<file path="config.mk">
export PLATFORM = sky130hd
export DESIGN_NAME = fetch_unit_flat
export DESIGN_NICKNAME = d
export VERILOG_FILES = /design/src/rtl/fetch_unit_if.sv /design/src/rtl/fetch_unit.sv /design/src/flat_wrapper.sv
export SDC_FILE = /design/constraint.sdc
export NUM_CORES = 1
export LEC_CHECK = 0
export BUFFER_PORTS_ARGS = -buffer_cell sky130_fd_sc_hd__buf_2
export CAP_MARGIN = 30
export CELL_PAD_IN_SITES_DETAIL_PLACEMENT = 0
export CELL_PAD_IN_SITES_GLOBAL_PLACEMENT = 1
export CORE_ASPECT_RATIO = 1.1
export CORE_MARGIN = 10
export CORE_UTILIZATION = 44
export CTS_BUF_LIST = sky130_fd_sc_hd__clkbuf_2
export DETAILED_ROUTE_END_ITERATION = 12
export PLACE_DENSITY_LB_ADDON = 0.1
export SLEW_MARGIN = 20
export SYNTH_ARGS = -nofsm -noshare
export SYNTH_HDL_FRONTEND = slang
export SYNTH_SLANG_ARGS = --single-unit
</file>
<file path="constraint.sdc">
create_clock -name clk -period 2.9 [get_ports clk]
set_clock_uncertainty 0.1 [all_clocks]
set_input_delay 0.145 -clock clk [delete_from_list [all_inputs] [get_ports clk]]
set_output_delay 0.145 -clock clk [all_outputs]
set_load 0.005 [all_outputs]
</file>
<file path="src/rtl/fetch_unit_if.sv">
// Fetch-stage bus bundle: the instruction-memory read port and the IF/ID load port.
// The master side is the fetch unit; the slave side is memory plus the IF/ID latch.
interface fetch_unit_if;
    logic        imem_read;
    logic [15:0] imem_address;
    logic [15:0] imem_rdata;
    logic        imem_resp;
    logic        ifid_load;
    logic [15:0] ifid_pc;
    logic [15:0] ifid_instruction;

    modport master (
        output imem_read,
        output imem_address,
        input  imem_rdata,
        input  imem_resp,
        output ifid_load,
        output ifid_pc,
        output ifid_instruction
    );

    modport slave (
        input  imem_read,
        input  imem_address,
        output imem_rdata,
        output imem_resp,
        input  ifid_load,
        input  ifid_pc,
        input  ifid_instruction
    );
endinterface

</file>
<file path="src/rtl/fetch_unit.sv">
// LC-3b fetch stage: issues reads at PC, buffers a word across IF/ID stalls,
// and drains an outstanding read before honouring a redirect.
module fetch_unit (
    input  logic         clk,
    input  logic         reset,
    input  logic         stall,
    input  logic         redirect,
    input  logic [15:0]  redirect_pc,
    fetch_unit_if.master bus
);

    typedef enum logic [1:0] {
        FETCH = 2'd0,
        HOLD  = 2'd1,
        DRAIN = 2'd2
    } state_e;

    state_e      state_q, state_d;
    logic [15:0] pc_q, pc_d;
    logic [15:0] buf_q, buf_d;
    logic [15:0] pend_q, pend_d;

    logic [15:0] pc_inc;
    logic        load;
    logic        read;
    logic [15:0] instr;

    assign pc_inc = pc_q + 16'd2;

    always_ff @(posedge clk or posedge reset) begin
        if (reset) begin
            state_q <= FETCH;
            pc_q    <= 16'h0000;
            buf_q   <= 16'h0000;
            pend_q  <= 16'h0000;
        end else begin
            state_q <= state_d;
            pc_q    <= pc_d;
            buf_q   <= buf_d;
            pend_q  <= pend_d;
        end
    end

    always_comb begin
        state_d = state_q;
        pc_d    = pc_q;
        buf_d   = buf_q;
        pend_d  = pend_q;
        load    = 1'b0;
        read    = 1'b1;
        instr   = bus.imem_rdata;

        unique case (state_q)
            FETCH: begin
                if (bus.imem_resp) begin
                    if (redirect) begin
                        pc_d = redirect_pc;
                    end else if (!stall) begin
                        load = 1'b1;
                        pc_d = pc_inc;
                    end else begin
                        buf_d   = bus.imem_rdata;
                        state_d = HOLD;
                    end
                end else if (redirect) begin
                    // Read cannot be aborted; park the target until it lands.
                    pend_d  = redirect_pc;
                    state_d = DRAIN;
                end
            end
            HOLD: begin
                read  = 1'b0;
                instr = buf_q;
                if (redirect) begin
                    pc_d    = redirect_pc;
                    state_d = FETCH;
                end else if (!stall) begin
                    load    = 1'b1;
                    pc_d    = pc_inc;
                    state_d = FETCH;
                end
            end
            DRAIN: begin
                if (bus.imem_resp) begin
                    pc_d    = redirect ? redirect_pc : pend_q;
                    state_d = FETCH;
                end else if (redirect) begin
                    pend_d = redirect_pc;
                end
            end
            default: begin
                state_d = FETCH;
            end
        endcase
    end

    // Memory shares this reset, but never present a stale word while it is held.
    assign bus.ifid_load        = load & ~reset;
    assign bus.ifid_pc          = pc_inc;
    assign bus.ifid_instruction = instr;
    assign bus.imem_read        = read;
    assign bus.imem_address     = pc_q;

endmodule

</file>
<file path="src/flat_wrapper.sv">
// flat-port wrapper written by rule: the top's interface ports become plain ports
module fetch_unit_flat 
  (clk, reset, stall, redirect, redirect_pc, bus_imem_read, bus_imem_address, bus_imem_rdata, bus_imem_resp, bus_ifid_load, bus_ifid_pc, bus_ifid_instruction);
  fetch_unit_if bus_i ();
  input  logic clk;
  input  logic reset;
  input  logic stall;
  input  logic redirect;
  input  logic [15:0] redirect_pc;
  output wire logic [$bits(bus_i.imem_read)-1:0] bus_imem_read;
  output wire logic [$bits(bus_i.imem_address)-1:0] bus_imem_address;
  input wire logic [$bits(bus_i.imem_rdata)-1:0] bus_imem_rdata;
  input wire logic [$bits(bus_i.imem_resp)-1:0] bus_imem_resp;
  output wire logic [$bits(bus_i.ifid_load)-1:0] bus_ifid_load;
  output wire logic [$bits(bus_i.ifid_pc)-1:0] bus_ifid_pc;
  output wire logic [$bits(bus_i.ifid_instruction)-1:0] bus_ifid_instruction;
  assign bus_imem_read = bus_i.imem_read;
  assign bus_imem_address = bus_i.imem_address;
  assign bus_i.imem_rdata = bus_imem_rdata;
  assign bus_i.imem_resp = bus_imem_resp;
  assign bus_ifid_load = bus_i.ifid_load;
  assign bus_ifid_pc = bus_i.ifid_pc;
  assign bus_ifid_instruction = bus_i.ifid_instruction;
  fetch_unit u_core (.clk(clk), .reset(reset), .stall(stall), .redirect(redirect), .redirect_pc(redirect_pc), .bus(bus_i));
endmodule
</file>
== Yosys cells after proc, flatten, opt, wreduce, memory -nomap -nowiden ==
Cells that the tools add are included.

* Register bits: 50
* Input bits: 37
* Word-level logic and storage cells: 44

* Add/sub/neg operators: 1
* Eq/ne operators: 8
* Multiplexer cells: 20
* Bitwise gates (word level): 4
* Reductions and logical operators: 7

{| class="wikitable"
|+ Operators with widths
! cell !! count
|-
| 16-bit two-way mux || 6
|-
| 16-bit case mux with 3 select lines || 1
|-
| 16-bit by 2-bit adder with 16-bit output, second input constant || 1
|-
| 2-bit two-way mux || 7
|-
| 3-bit inequality test, second input constant || 4
|-
| 2-bit case mux with 3 select lines || 1
|-
| 5-bit AND reduction || 1
|-
| 1-bit two-way mux || 4
|-
| 2-bit inequality test, second input constant || 2
|-
| 4-bit AND reduction || 1
|-
| 1-bit NOT || 3
|-
| 3-bit AND reduction || 1
|-
| 3-bit nonzero test || 1
|-
| 2-bit by 1-bit equality test with 1-bit output, second input constant || 1
|-
| 2-bit equality test, second input constant || 1
|-
| 2-bit logical NOT || 1
|-
| 1-bit case mux with 2 select lines || 1
|-
| 2-bit AND reduction || 1
|-
| 2-bit OR reduction || 1
|-
| 1-bit bitwise AND || 1
|}

== Depth between registers and ports, before layout ==
* Word-level depth: 5
* Depth in mapped cells: 6
* Mapped depth without buffers: 5

== Worst setup path after synthesis ==
OpenSTA, ideal clock, no wires.

* Kind: register to register
* From: reg u_core.state_q[0]
* To: reg u_core.pc_q[15], in the netlist u_core.bus.imem_address[15]
* Setup time: 0.124 ns
* Data arrival time: 1.518 ns
* Data required time: 2.676 ns
* Slack: 1.158 ns
* Cell stages (with the launch flop): 6
* Path buffers: 1
* Period minus slack after synthesis: 1.742 ns
* Cell sequence: dfrtp_1 buf_2 nor2_1 a221oi_4 mux2_2 a211o_1

* Longest elaborated chain between the ends: 3
* Elaborated cells on any way between the ends: 8
* Those cells by class: eq/ne (4); mux (1); reduce/logical (3)

{| class="wikitable"
|+ RTL lines
! item !! RTL line !! source
|-
| start, declared || fetch_unit.sv:18 || <nowiki>state_e state_q, state_d;</nowiki>
|-
| start signal, assigned || fetch_unit.sv:37 || <nowiki>state_q <= state_d;</nowiki>
|-
| 2-bit equality test (tied with other cells) || fetch_unit.sv:53 || <nowiki>unique case (state_q)</nowiki>
|-
| 2-bit inequality test (no line) / 3-bit nonzero test (equally long branches) || n/a ||
|-
| 3-bit AND reduction (no line) || n/a ||
|-
| end signal, assigned || fetch_unit.sv:38 || <nowiki>pc_q <= pc_d;</nowiki>
|-
| end, declared || fetch_unit.sv:19 || <nowiki>logic [15:0] pc_q, pc_d;</nowiki>
|}

Parallel ways exist; a longest one is shown, timed or not.
A chain may end at the register's enable or synchronous reset.

== Final worst setup path ==
* From: reg u_core.state_q[1]
* To: out bus_ifid_instruction[6]

* Longest elaborated chain between the ends: 2

{| class="wikitable"
|+ RTL lines
! item !! RTL line !! source
|-
| 2-bit by 1-bit equality test with 1-bit output || fetch_unit.sv:53 ||
|-
| 16-bit two-way mux || fetch_unit.sv:53 ||
|-
| end, declared || flat_wrapper.sv:16 || <nowiki>output wire logic [$bits(bus_i.ifid_instruction)-1:0] bus_ifid_instruction;</nowiki>
|}

No other way between the ends.

==> metrics.csv <==
metric;value;unit
status;completed;
fillers;541;
viasPerCell;5.27;
syn_to_final_growth;31.2;%
place_inst;408;
fin_cells;451;
final-seq-area;0.00125;sq mm
seq_area_frac_synth;44.4;%
die-area;0.0100;sq mm
grt_pass1_wl;12100;um
cts.sinks;50;
row_count;30;
p_clk_share;14.8;%
yosys_warnings;0;
antenna_cells;0;
seqPwrFrac;51.4;%
via_count;2377;
drtAntennaViolNets;0;
synth.top_cells.by_area;dfrtp_1, mux2_2, xnor2_1;
synth-seq-cells;50;
worstSetupStartpointType;flop;
crit_arrival;2.19;ns
holdWs;0.0917;ns
grt_pass1_vias;2480;
gp_congestion;0.801;
tightest_slew;0.838;ns
synth-main-ff-cell;dfrtp_1;
io_pins;87;
hold_violations;0;
final.setup.tns;0;ns
worstPathMaxFanout;18;
postCtsSetupBuffers;0;
drv_cap;0;
root_buffer;clkbuf_2;
grt_max_degree;29;
synthCells;253;
rsz0062_at_grt;no;
wirelength;7490;um
min_path_type;in2reg;
final_layout_size_suffix_gt1_share;42.6;%
synth-edff-count;0;
core_area;0.00619;sq mm
synth.avg_cell_area;11.1;sq um
insertion_delay;0.44;ns
fin_total_pwr;0.00194;W
pwr_density_cell;524;mW/mm^2
clk_path_buf_depth;2;
clkTransAtPathRegs;0.24;ns
switching_share;34.0;%
hold_buffers;35;
pwr-share-comb;33.8;%
io_buffers;86;
syn-cell-area;0.00282;sq mm
start_util;45.5;%
die_x;96.3;um
dieHeight;104;um
ctsHtreeMaxLevel;2;
drt_iter0_markers;125;
dp_hpwl;5460;um
grt_use_total;14.7;%
synth_top_area_share;44.4;%
async_flop_share;100;%
tritoncts;built;
multi_input_area;0.00144;sq mm
fin_crit_sh;84.1;%
synthesis.nets;291;
max_freq;410;MHz
cts-resized-gates;0;
setup-violations-final;0;
cp.required;2.65;ns
drt_first_pass_iters;7;
end_kind;output pin;
drc_errors;0;
overflow;0;
p_leak;1.70;nW
max_slew_margin;44.2;%
p_switching;0.000660;W
maxSlewViolCount;0;
peakVddDrop;0.247;mV
antenna_found_initial;0;
numCtsBuffers;5;
path_class;reg2out;
synth.distinct_cells;44;
synth.largest_area_cell;dfrtp_1;
wl_per_cell;16.6;um
layout.nets;408;
intPower;0.00128;W
period_minus_slack;2.44;ns
==> area by class of cell <==
type / count / area share [%]
inverters: 7 / 0.711
repair buffers: 127 / 22.7
multi-input cells: 179 / 39.0
clock buffers: 6 / 0.812
clock inverters: 2 / 0.237
flip-flops and latches: 50 / 33.8
well taps: 80 / 2.71
==> final timing paths <==
kind,slack [ns],startpoint,depth (start not counted),to
max reg2reg,0.85,u_core.state_q[0]$_DFFE_PP0P_,4,u_core.bus.imem_address[6]$_DFFE_PP0P_
max in group asynchronous,1.97,reset,4,u_core.pend_q[7]$_DFFE_PP0P_
max,0.46,u_core.state_q[1]$_DFFE_PP0P_,3,bus_ifid_instruction[6]
min reg2reg,0.43,u_core.pend_q[9]$_DFFE_PP0P_,1,u_core.pend_q[9]$_DFFE_PP0P_
min in group asynchronous,0.19,reset,3,u_core.bus.imem_address[12]$_DFFE_PP0P_
min,0.09,redirect,3,u_core.bus.imem_address[0]$_DFFE_PP0P_
==> cell usage in the layout, fill, tap and decap left out, types with 2 or more instances in the layout <==
master | synthesis | layout
a211o_1 | 3 | 3
a211oi_1 | 2 | 2
a21oi_1 | 4 | 4
a221o_1 | 2 | 2
a221oi_1 | 3 | 3
a31o_2 | 2 | 2
a31oi_1 | 4 | 4
and2_1 | 6 | 6
and3_1 | 5 | 5
and4_1 | 3 | 3
buf_2 | 7 | 86
buf_4 | 3 | 5
clkbuf_2 | 0 | 6
dfrtp_1 | 50 | 50
dlygate4sd3_1 | 0 | 35
inv_1 | 7 | 6
mux2_2 | 50 | 50
mux2i_1 | 6 | 6
nand2_1 | 12 | 12
nand3_1 | 8 | 8
nand4_1 | 5 | 5
nor2_1 | 9 | 9
nor3_1 | 11 | 11
o211ai_1 | 2 | 2
o21a_1 | 2 | 2
o21ai_0 | 6 | 6
o22ai_1 | 3 | 3
o2bb2ai_1 | 4 | 4
o31a_1 | 2 | 2
xnor2_1 | 7 | 7
xor2_1 | 6 | 6
==> power groups by stage <==
stage	logic [W]	registers (W)	clock network (W)
floorplan	0.000401	0.000971	0
global placement	0.000615	0.00100	0
detailed placement	0.000633	0.00101	0
CTS	0.000671	0.000996	0.000295
global route	0.000729	0.00102	0.000326
finish	0.000655	0.000996	0.000288
==> cells by family (layout without fill, tap and decap cells) <==
family                   count (synthesis)  count (layout)  synth area share (%)
multiplexers                            56              56                  22.1
adder cells (fa/ha/maj)                  1               1                 0.444
flip-flops                              50              50                  44.4
buffers and inverters                   24             142                  4.44
AND/OR/NAND/NOR                         67              67                  13.0
AO/OA/AOI/OAI                           42              42                  11.5
XOR/XNOR                                13              13                  4.04
==> critical path: stages, from the launching register on <==
cell and delay (ns):
dfrtp_1 0.53, nand2b_1 0.70, mux2_2 0.42, buf_2 0.13
==> synth_stat cells, drive strengths merged (6+ instances only) <==
library cell / n
buf: 13
mux2i: 6
nand3: 8
and2: 6
nand2: 12
xnor2: 7
nor3: 12
dfrtp: 50
inv: 7
o21ai: 6
xor2: 6
mux2: 50
nor2: 10
==> flip-flops by register name (all words and copies together) (netlist names) <==
register / flops
u_core.buf_q: 16
u_core.bus.imem_address: 16
u_core.pend_q: 16
u_core.state_q: 2
==> layer usage <==
layer	global-route usage, %	share of wire (%)	vias to the layer above
li1	-	-	1162
met1	16.9	42	1152
met2	25.3	50	57
met3	4.98	7.3	6
met4	2.81	0.76	0
met5	0	0	-
==> through the flow <==
| step | worst slack, ns | area, sq um | utilization [%] |
|---|---|---|---|
| after global routing | 0.265 | 3700 | 59.7 |
| final | 0.460 | 3700 | 59.7 |
| after detailed placement | 0.804 | 3310 | 53.4 |
| after CTS | 0.374 | 3700 | 59.7 |
| after global placement | 0.855 | 3290 | 53.1 |
| after floorplan | 1.16 | 2820 | - |
Power figures use the tool's default switching activity.
